File: src/rtl/fetch_pkg.sv
// Shared definitions for the instruction fetch datapath:
// opcode field placement, two-cycle class test and strobe legality.
package fetch_pkg;

    localparam int OPCODE_W = 4;

    function automatic int opcode_lsb(int data_w);
        return data_w - OPCODE_W;
    endfunction

    function automatic logic needs_extra(logic [OPCODE_W-1:0] opcode);
        return opcode[3];
    endfunction

    function automatic logic strobe_legal(logic [2:0] strobes);
        return (strobes == 3'b001) || (strobes == 3'b010) ||
               (strobes == 3'b100);
    endfunction

endpackage

File: src/rtl/instr_fetch.sv
// Instruction fetch datapath: PC, IR and memory request issue,
// stalling EXEC1 via P until the instruction word has been captured.
module instr_fetch
    import fetch_pkg::*;
#(
    parameter int              ADDR_W   = 8,
    parameter int              DATA_W   = 16,
    parameter logic [ADDR_W-1:0] RESET_PC = '0
) (
    input  logic              CLK,
    input  logic              RESET,
    input  logic              FETCH,
    input  logic              EXEC1,
    input  logic              EXEC2,
    input  logic [DATA_W-1:0] MEM_RDATA,
    input  logic              MEM_VALID,
    input  logic              JUMP,
    input  logic [ADDR_W-1:0] JUMP_ADDR,
    output logic              MEM_REQ,
    output logic [ADDR_W-1:0] MEM_ADDR,
    output logic [ADDR_W-1:0] PC,
    output logic [DATA_W-1:0] IR,
    output logic              EXTRA,
    output logic              P
);

    localparam int OPC_LSB = opcode_lsb(DATA_W);

    logic [ADDR_W-1:0] pc;
    logic [DATA_W-1:0] ir;
    logic              pending;
    logic              ir_valid;
    logic              legal;
    logic              active;
    logic              ready;
    logic              two_cycle;

    assign legal  = strobe_legal({FETCH, EXEC1, EXEC2});
    assign active = legal && !RESET;
    // JUMP only takes effect once the current word is in IR
    assign ready  = (EXEC1 && ir_valid) || EXEC2;

    always_ff @(posedge CLK) begin
        if (RESET) begin
            pc       <= RESET_PC;
            ir       <= '0;
            pending  <= 1'b0;
            ir_valid <= 1'b0;
        end else if (legal) begin
            if (FETCH) begin
                pc       <= pc + ADDR_W'(1);
                pending  <= 1'b1;
                ir_valid <= 1'b0;
            end else if (EXEC1 && !ir_valid) begin
                if (pending && MEM_VALID) begin
                    ir       <= MEM_RDATA;
                    ir_valid <= 1'b1;
                    pending  <= 1'b0;
                end
            end else if (ready && JUMP) begin
                pc <= JUMP_ADDR;
            end
        end
    end

    assign two_cycle = needs_extra(ir[OPC_LSB +: OPCODE_W]);

    assign MEM_REQ  = active && FETCH;
    assign MEM_ADDR = pc;
    assign PC       = pc;
    assign IR       = ir;
    assign P        = active && EXEC1 && !ir_valid;
    assign EXTRA    = active && ready && two_cycle;

endmodule

File: config.mk
export PLATFORM = sky130hd
export DESIGN_NAME = instr_fetch
export DESIGN_NICKNAME = d
export VERILOG_FILES = /design/src/rtl/fetch_pkg.sv /design/src/rtl/instr_fetch.sv
export SDC_FILE = /design/constraint.sdc
export NUM_CORES = 1
export LEC_CHECK = 0
export CAP_MARGIN = 20
export CORE_ASPECT_RATIO = 1.1
export CORE_MARGIN = 4
export CORE_UTILIZATION = 39
export DETAILED_ROUTE_END_ITERATION = 8
export PLACE_DENSITY = 0.8
export SYNTH_ARGS = -nofsm -noshare
export SYNTH_HDL_FRONTEND = slang
export SYNTH_SLANG_ARGS = --single-unit
File: constraint.sdc
create_clock -name CLK -period 2.1 [get_ports CLK]
set_clock_uncertainty 0.1 [all_clocks]
set_input_delay 0.42 -clock CLK [delete_from_list [all_inputs] [get_ports CLK]]
set_output_delay 0.42 -clock CLK [all_outputs]
set_load 0.005 [all_outputs]
==> results of run 1 <==
cell usage in the layout (no fill, tap or decap), types with 2 or more instances in the layout:
master,netlist,routed
o22ai_1,3,3
o31ai_1,2,2
nand3_1,9,9
nor2_1,3,3
buf_4,10,16
a21oi_1,20,20
dlygate4sd2_1,0,6
a31oi_1,2,2
nand2_1,37,37
nand4_1,2,2
clkdlybuf4s50_1,0,59
a221oi_1,2,2
a22oi_1,2,2
inv_1,5,5
dfxtp_1,26,26
clkbuf_4,0,3
o21ai_1,3,3
nor3_1,3,3
cells in the mapped netlist:
| cell type | n | area [µm²] |
|---|---|---|
| inv_1 | 5 | 18.8 |
| nor3_2 | 1 | 10.0 |
| ha_1 | 1 | 12.5 |
| nand2_1 | 37 | 139 |
| a22oi_1 | 2 | 15.0 |
| buf_2 | 2 | 10.0 |
| o22ai_1 | 3 | 18.8 |
| dfxtp_1 | 26 | 521 |
| buf_1 | 1 | 3.75 |
| buf_4 | 10 | 75.1 |
| and3_1 | 1 | 6.26 |
| nor4b_2 | 1 | 15.0 |
| clkbuf_1 | 3 | 11.3 |
| a31oi_1 | 2 | 12.5 |
| a211o_1 | 1 | 8.76 |
| a211oi_1 | 1 | 7.51 |
| or3_1 | 1 | 6.26 |
| o21ai_1 | 3 | 15.0 |
| a211oi_2 | 1 | 12.5 |
| a221oi_1 | 2 | 17.5 |
| a221o_1 | 1 | 10.0 |
| nand4_1 | 2 | 12.5 |
| o41a_1 | 1 | 11.3 |
| a32o_1 | 1 | 10.0 |
| a2bb2oi_1 | 1 | 8.76 |
| o211ai_1 | 1 | 7.51 |
| nand3_1 | 9 | 45.0 |
| nor2_1 | 3 | 11.3 |
| o21ai_0 | 1 | 5.00 |
| nor3_1 | 3 | 15.0 |
| mux2i_1 | 1 | 10.0 |
| buf_6 | 1 | 11.3 |
| o221ai_1 | 1 | 8.76 |
| inv_2 | 1 | 3.75 |
| or3b_1 | 1 | 8.76 |
| and2_1 | 1 | 6.26 |
| o31ai_1 | 2 | 15.0 |
| a21oi_1 | 20 | 100 |
| nand3b_1 | 1 | 7.51 |
| nor2b_1 | 1 | 6.26 |
| nand2b_1 | 1 | 6.26 |
metal layers:
layer	vias to the layer above	GRT usage [%]	routed length [µm]
met3	6	5.82	359
met1	658	19.5	1400
met2	71	32.3	1910
met5	-	0	0
met4	0	7.32	47
li1	685	-	-
critical path: stages:
cell,delay (ns)
dlygate4sd2_1,0.28
nor4b_2,0.35
and2_1,0.17
dlygate4sd2_1,0.24
layout make-up:
cell class	instances	share of cell area [%]
sequential	26	25.9
tap	34	2.12
inverter	6	1.12
timing repair buffer	82	39.0
multi-input combinational	109	30.0
clock buffer	4	1.81
metrics by stage:
stage / setup slack (ns) / total power [mW] / instances
after detailed placement: -0.368 / 0.685 / 255
after CTS: 0.130 / 0.948 / 261
final: 0.120 / 0.931 / 261
after floorplan: 0.388 / 0.581 / 158
after global placement: -0.364 / 0.681 / 255
after global routing: 0.0457 / 0.975 / 261
power by group:
group	internal [mW]	switching [mW]
Clock	0.106	0.150
Sequential	0.502	0.0113
Combinational	0.102	0.0596
registers in the layout (all words and copies together) (netlist names):
name,cells
ir_valid,1
IR,16
MEM_ADDR,8
pending,1
final timing paths:
| check | slack (ns) | from | cells after the start | to |
|---|---|---|---|---|
| worst min register to register | 0.37 | IR[7] | 2 | IR[7] |
| worst max register to register | 0.44 | MEM_ADDR[0] | 5 | MEM_ADDR[6] |
| worst max-delay path | 0.12 | FETCH | 4 | P |
| worst min-delay path | 0.37 | IR[7] | 2 | IR[7] |
timing repair:
action / CTS / global route
buffers inserted: 2 / 0
endpoints found under the hold margin: 0 / 0
gates resized for setup: 6 / 0
setup endpoints to repair: 3 / 0
cell families after synthesis:
group,synth area share (%)
and+or+nand+nor,23.5
muxes,0.797
adders and majority gates,0.996
buffers and inverters,10.7
DFF,41.4
AOI/OAI and AO/OA,22.6
==> results.sh, run 1 <==
export IMPL_cts_buffers=3
export IMPL_status="finished, final reports clean"
export IMPL_cp_start_kind="primary input"
export IMPL_setup_violations=0
export IMPL_clock_sink_count=26
export IMPL_max_freq_mhz=505
export IMPL_fin_util_pct=65.3
export IMPL_yosysUniqueCellTypes=41
export IMPL_clk_latency_ns=0.32
export IMPL_hold_viol_final=0
export IMPL_clk_pin_slew_ns=0.14
export IMPL_portBuffers=65
export IMPL_drtIter0Drc=74
export IMPL_grt_pass1_wl_mm=6.18
export IMPL_via_per_inst=5.44
export IMPL_die_h_um=67.5
export IMPL_rsz0062_at_grt="false"
export IMPL_die_w_um=62.1
export IMPL_drc=0
export IMPL_maxCapViolations=0
export IMPL_overflow=0
export IMPL_max_slew_margin_pct=80.8
export IMPL_synth_warnings=0
export IMPL_start_util_pct=40.9
export IMPL_final_antenna_net_count=0
export IMPL_postCtsHoldBufs=0
export IMPL_crit_fanout=4
export IMPL_dpl_cell_area_mm2=0.00196
export IMPL_pwr_density_cell_mw_per_mm2=464
export IMPL_fin_crit_ns=1.98
export IMPL_grt_total_usage_pct=17.9
export IMPL_syn2layout_area_growth_pct=59.8
export IMPL_dieArea_mm2=0.00419
export IMPL_coreArea_mm2=0.00307
export IMPL_hold_path_class="reg2reg"
export IMPL_fin_area_mm2=0.00201
export IMPL_htree_levels=1
export IMPL_register_area_um2=520
export IMPL_place_hpwl_mm=2.86
export IMPL_holdWs_ns=0.368
export IMPL_wl_mm=3.72
export IMPL_clock_path_buffers=2
export IMPL_wire_per_inst_um=14.2
export IMPL_boundaryPins=66
export IMPL_synthCells=158
export IMPL_antenna_found_initial=0
export IMPL_dr_pass1_iters=4
export IMPL_first_global_vias=1377
export IMPL_gp_congestion=0.831
export IMPL_cp_end_kind="primary output"
export IMPL_grt_max_degree=27
export IMPL_max_vdd_ir_drop_uv=309
export IMPL_required_ns=1.58
export IMPL_fill_cells=281
export IMPL_fp_row_count=21
export IMPL_fin_crit_sh_pct=94.3
export IMPL_leakagePower_nw=0.722
export IMPL_tritoncts="built"
export IMPL_synth_seq_area_share_pct=41.4
export IMPL_tns_ns=0
export IMPL_ys_ff_latch=26
export IMPL_antenna_cells=0
export IMPL_via_count=1420
export IMPL_worst_pin_slew_ns=0.287
export IMPL_critical_path_arrival_ns=1.46
export IMPL_synth_fp_nets=190
export IMPL_fin_nets=260
export IMPL_drive_gt1_share_pct=11.0
export IMPL_multiInputGateArea_um2=602
export IMPL_syn_area_mm2=0.00126
export IMPL_synth_area_per_cell_um2=7.95
export IMPL_critPathKind="in2out"
export IMPL_slew_viol_final=0
export IMPL_cts_root_buf="clkbuf_4"
No activity file was read; power rests on OpenSTA's default activity.
==> run 2, diff against run 1 <==
--- a/config.mk
+++ b/config.mk
@@ -5,7 +5,6 @@
 export SDC_FILE = /design/constraint.sdc
 export NUM_CORES = 1
 export LEC_CHECK = 0
-export CAP_MARGIN = 20
 export CORE_ASPECT_RATIO = 1.1
 export CORE_MARGIN = 4
 export CORE_UTILIZATION = 39
==> results of run 2 <==
Same layout as run 1: the final DEF is identical, and so are final timing and power.
==> run 3, diff against run 2 <==
--- a/config.mk
+++ b/config.mk
@@ -6,7 +6,6 @@
 export NUM_CORES = 1
 export LEC_CHECK = 0
 export CORE_ASPECT_RATIO = 1.1
-export CORE_MARGIN = 4
 export CORE_UTILIZATION = 39
 export DETAILED_ROUTE_END_ITERATION = 8
 export PLACE_DENSITY = 0.8
==> results.sh, run 3 (synthesis gave the netlist of run 1 again) <==
export IMPL_leakagePower_nw=0.746
export IMPL_status="finished, final reports clean"
export IMPL_path_cells="dlygate4sd2_1 -> or3b_1 -> nor2_1 -> dlygate4sd2_1"
export IMPL_antenna_cells=0
export IMPL_cp_end_kind="primary output"
export IMPL_maxCapViolations=0
export IMPL_hold_viol_final=0
export IMPL_worst_r2r_cell_count=5
export IMPL_cpMostUsedCell="dlygate4sd2_1"
export IMPL_first_global_vias=1335
export IMPL_final_antenna_net_count=0
export IMPL_largest_reg_flops=16
export IMPL_max_vdd_ir_drop_uv=392
export IMPL_required_ns=1.58
export IMPL_die_h_um=61.5
export IMPL_fin_util_pct=67.1
export IMPL_crit_buf_inv=2
export IMPL_portBuffers=65
export IMPL_cts_buffers=3
export IMPL_cp_top_family="buffers and inverters"
export IMPL_clock_sink_count=26
export IMPL_seqPwrFrac_pct=54.9
export IMPL_p_clk_share_pct=27.4
export IMPL_total_power_mw=0.936
export IMPL_dr_pass1_iters=4
export IMPL_holdWs_ns=0.365
export IMPL_worstHoldPathCells=2
export IMPL_setup_violations=0
export IMPL_p_comb_share_pct=17.7
export IMPL_wire_per_inst_um=13.4
export IMPL_clk_pin_slew_ns=0.14
export IMPL_cp_start_kind="primary input"
export IMPL_start_util_pct=41.2
export IMPL_pwr_density_cell_mw_per_mm2=457
export IMPL_slowest_stage="or3b_1"
export IMPL_rsz0062_at_grt="false"
export IMPL_hold_path_class="reg2reg"
export IMPL_coreArea_mm2=0.00305
export IMPL_fin_crit_sh_pct=93.8
export IMPL_grt_max_degree=27
export IMPL_syn2layout_area_growth_pct=62.8
export IMPL_max_stage_delay_ns=0.39
export IMPL_switching_share_pct=23.7
export IMPL_drc=0
export IMPL_gp_congestion=0.823
export IMPL_clock_path_buffers=2
export IMPL_grt_pass1_wl_mm=5.87
export IMPL_die_w_um=56.1
export IMPL_via_count=1399
export IMPL_fin_crit_ns=1.97
export IMPL_wl_mm=3.56
export IMPL_boundaryPins=66
export IMPL_drive_gt1_share_pct=12.6
export IMPL_overflow=0
export IMPL_p_switching_mw=0.222
export IMPL_max_slew_margin_pct=82.0
export IMPL_worst_slack_ns=0.131
export IMPL_drtIter0Drc=34
export IMPL_dpl_worst_slack_ns=-0.379
export IMPL_crit_fanout=4
export IMPL_worst_pin_slew_ns=0.269
export IMPL_critPathKind="in2out"
export IMPL_fp_row_count=21
export IMPL_via_per_inst=5.28
export IMPL_tritoncts="built"
export IMPL_max_freq_mhz=508
export IMPL_p_int_mw=0.714
export IMPL_slew_viol_final=0
export IMPL_htree_levels=1
export IMPL_dieArea_mm2=0.00345
export IMPL_clk_latency_ns=0.32
export IMPL_final_common_cell="clkdlybuf4s50_1"
export IMPL_antenna_found_initial=0
export IMPL_grt_total_usage_pct=21.2
export IMPL_place_hpwl_mm=2.69
export IMPL_fin_nets=264
export IMPL_critical_path_arrival_ns=1.45
export IMPL_cts_root_buf="clkbuf_4"
export IMPL_cp_depth=4
export IMPL_layout_common_cells="clkdlybuf4s50_1, nand2_1, dfxtp_1"
## run 3: changes by cell type in the layout (fill, tap and decap cells not counted)
cell and delta:
buf_4 +4, nor4b_2 -1, nor4b_4 +1
## run 3: per-layer routing
| layer | track usage [%] | part of all wire, % |
|---|---|---|
| met1 | 23.5 | 41 |
| met2 | 40.1 | 51 |
| met3 | 6.30 | 7.5 |
| met4 | 6.27 | 1.1 |
| met5 | 0 | 0 |
## run 3: path summary, 6_finish.rpt
path	endpoint	slack, ns	from
min	IR[12]	0.36	IR[12]
max reg2reg	MEM_ADDR[6]	0.45	MEM_ADDR[0]
min reg2reg	IR[12]	0.36	IR[12]
max	MEM_REQ	0.13	FETCH
## run 3: stage by stage
stage	instances	setup TNS, ns	area, µm²
floorplan	158	0	1260
finish	265	0	2050
detailed placement	260	-2.03	2000
global placement	260	-1.43	2000
CTS	265	0	2050
global route	265	0	2050
## run 3: what timing repair did
| item | 4_1_cts | 5_1_grt |
|---|---|---|
| hold buffers | 0 | 0 |
| setup buffers | 1 | 0 |
| resized for setup | 7 | 0 |
| endpoints found under the hold margin | 0 | 0 |
| setup endpoints to repair | 3 | 0 |
## run 3: cell type report
class	count	area (µm²)
Clock buffer	4	36.3
Fill cell	254	1000
Tap cell	34	42.5
Inverter	6	22.5
Multi-Input combinational cell	109	611
Sequential cell	26	520
Timing Repair Buffer	86	813
## run 3: power by group through the flow
stage / clock network, mW / logic, mW / registers, mW
global placement: 0 / 0.161 / 0.523
global route: 0.292 / 0.179 / 0.516
floorplan: 0 / 0.0586 / 0.523
finish: 0.257 / 0.166 / 0.513
CTS: 0.264 / 0.166 / 0.513
detailed placement: 0 / 0.165 / 0.524
## run 3: worst register-to-register path: cells and delay by family, from the launching register on
kind / cells / cell delay [ns]
and+or+nand+nor: 1 / 0.17
DFF: 1 / 0.49
adders and majority gates: 1 / 0.26
AOI/OAI and AO/OA: 3 / 0.55
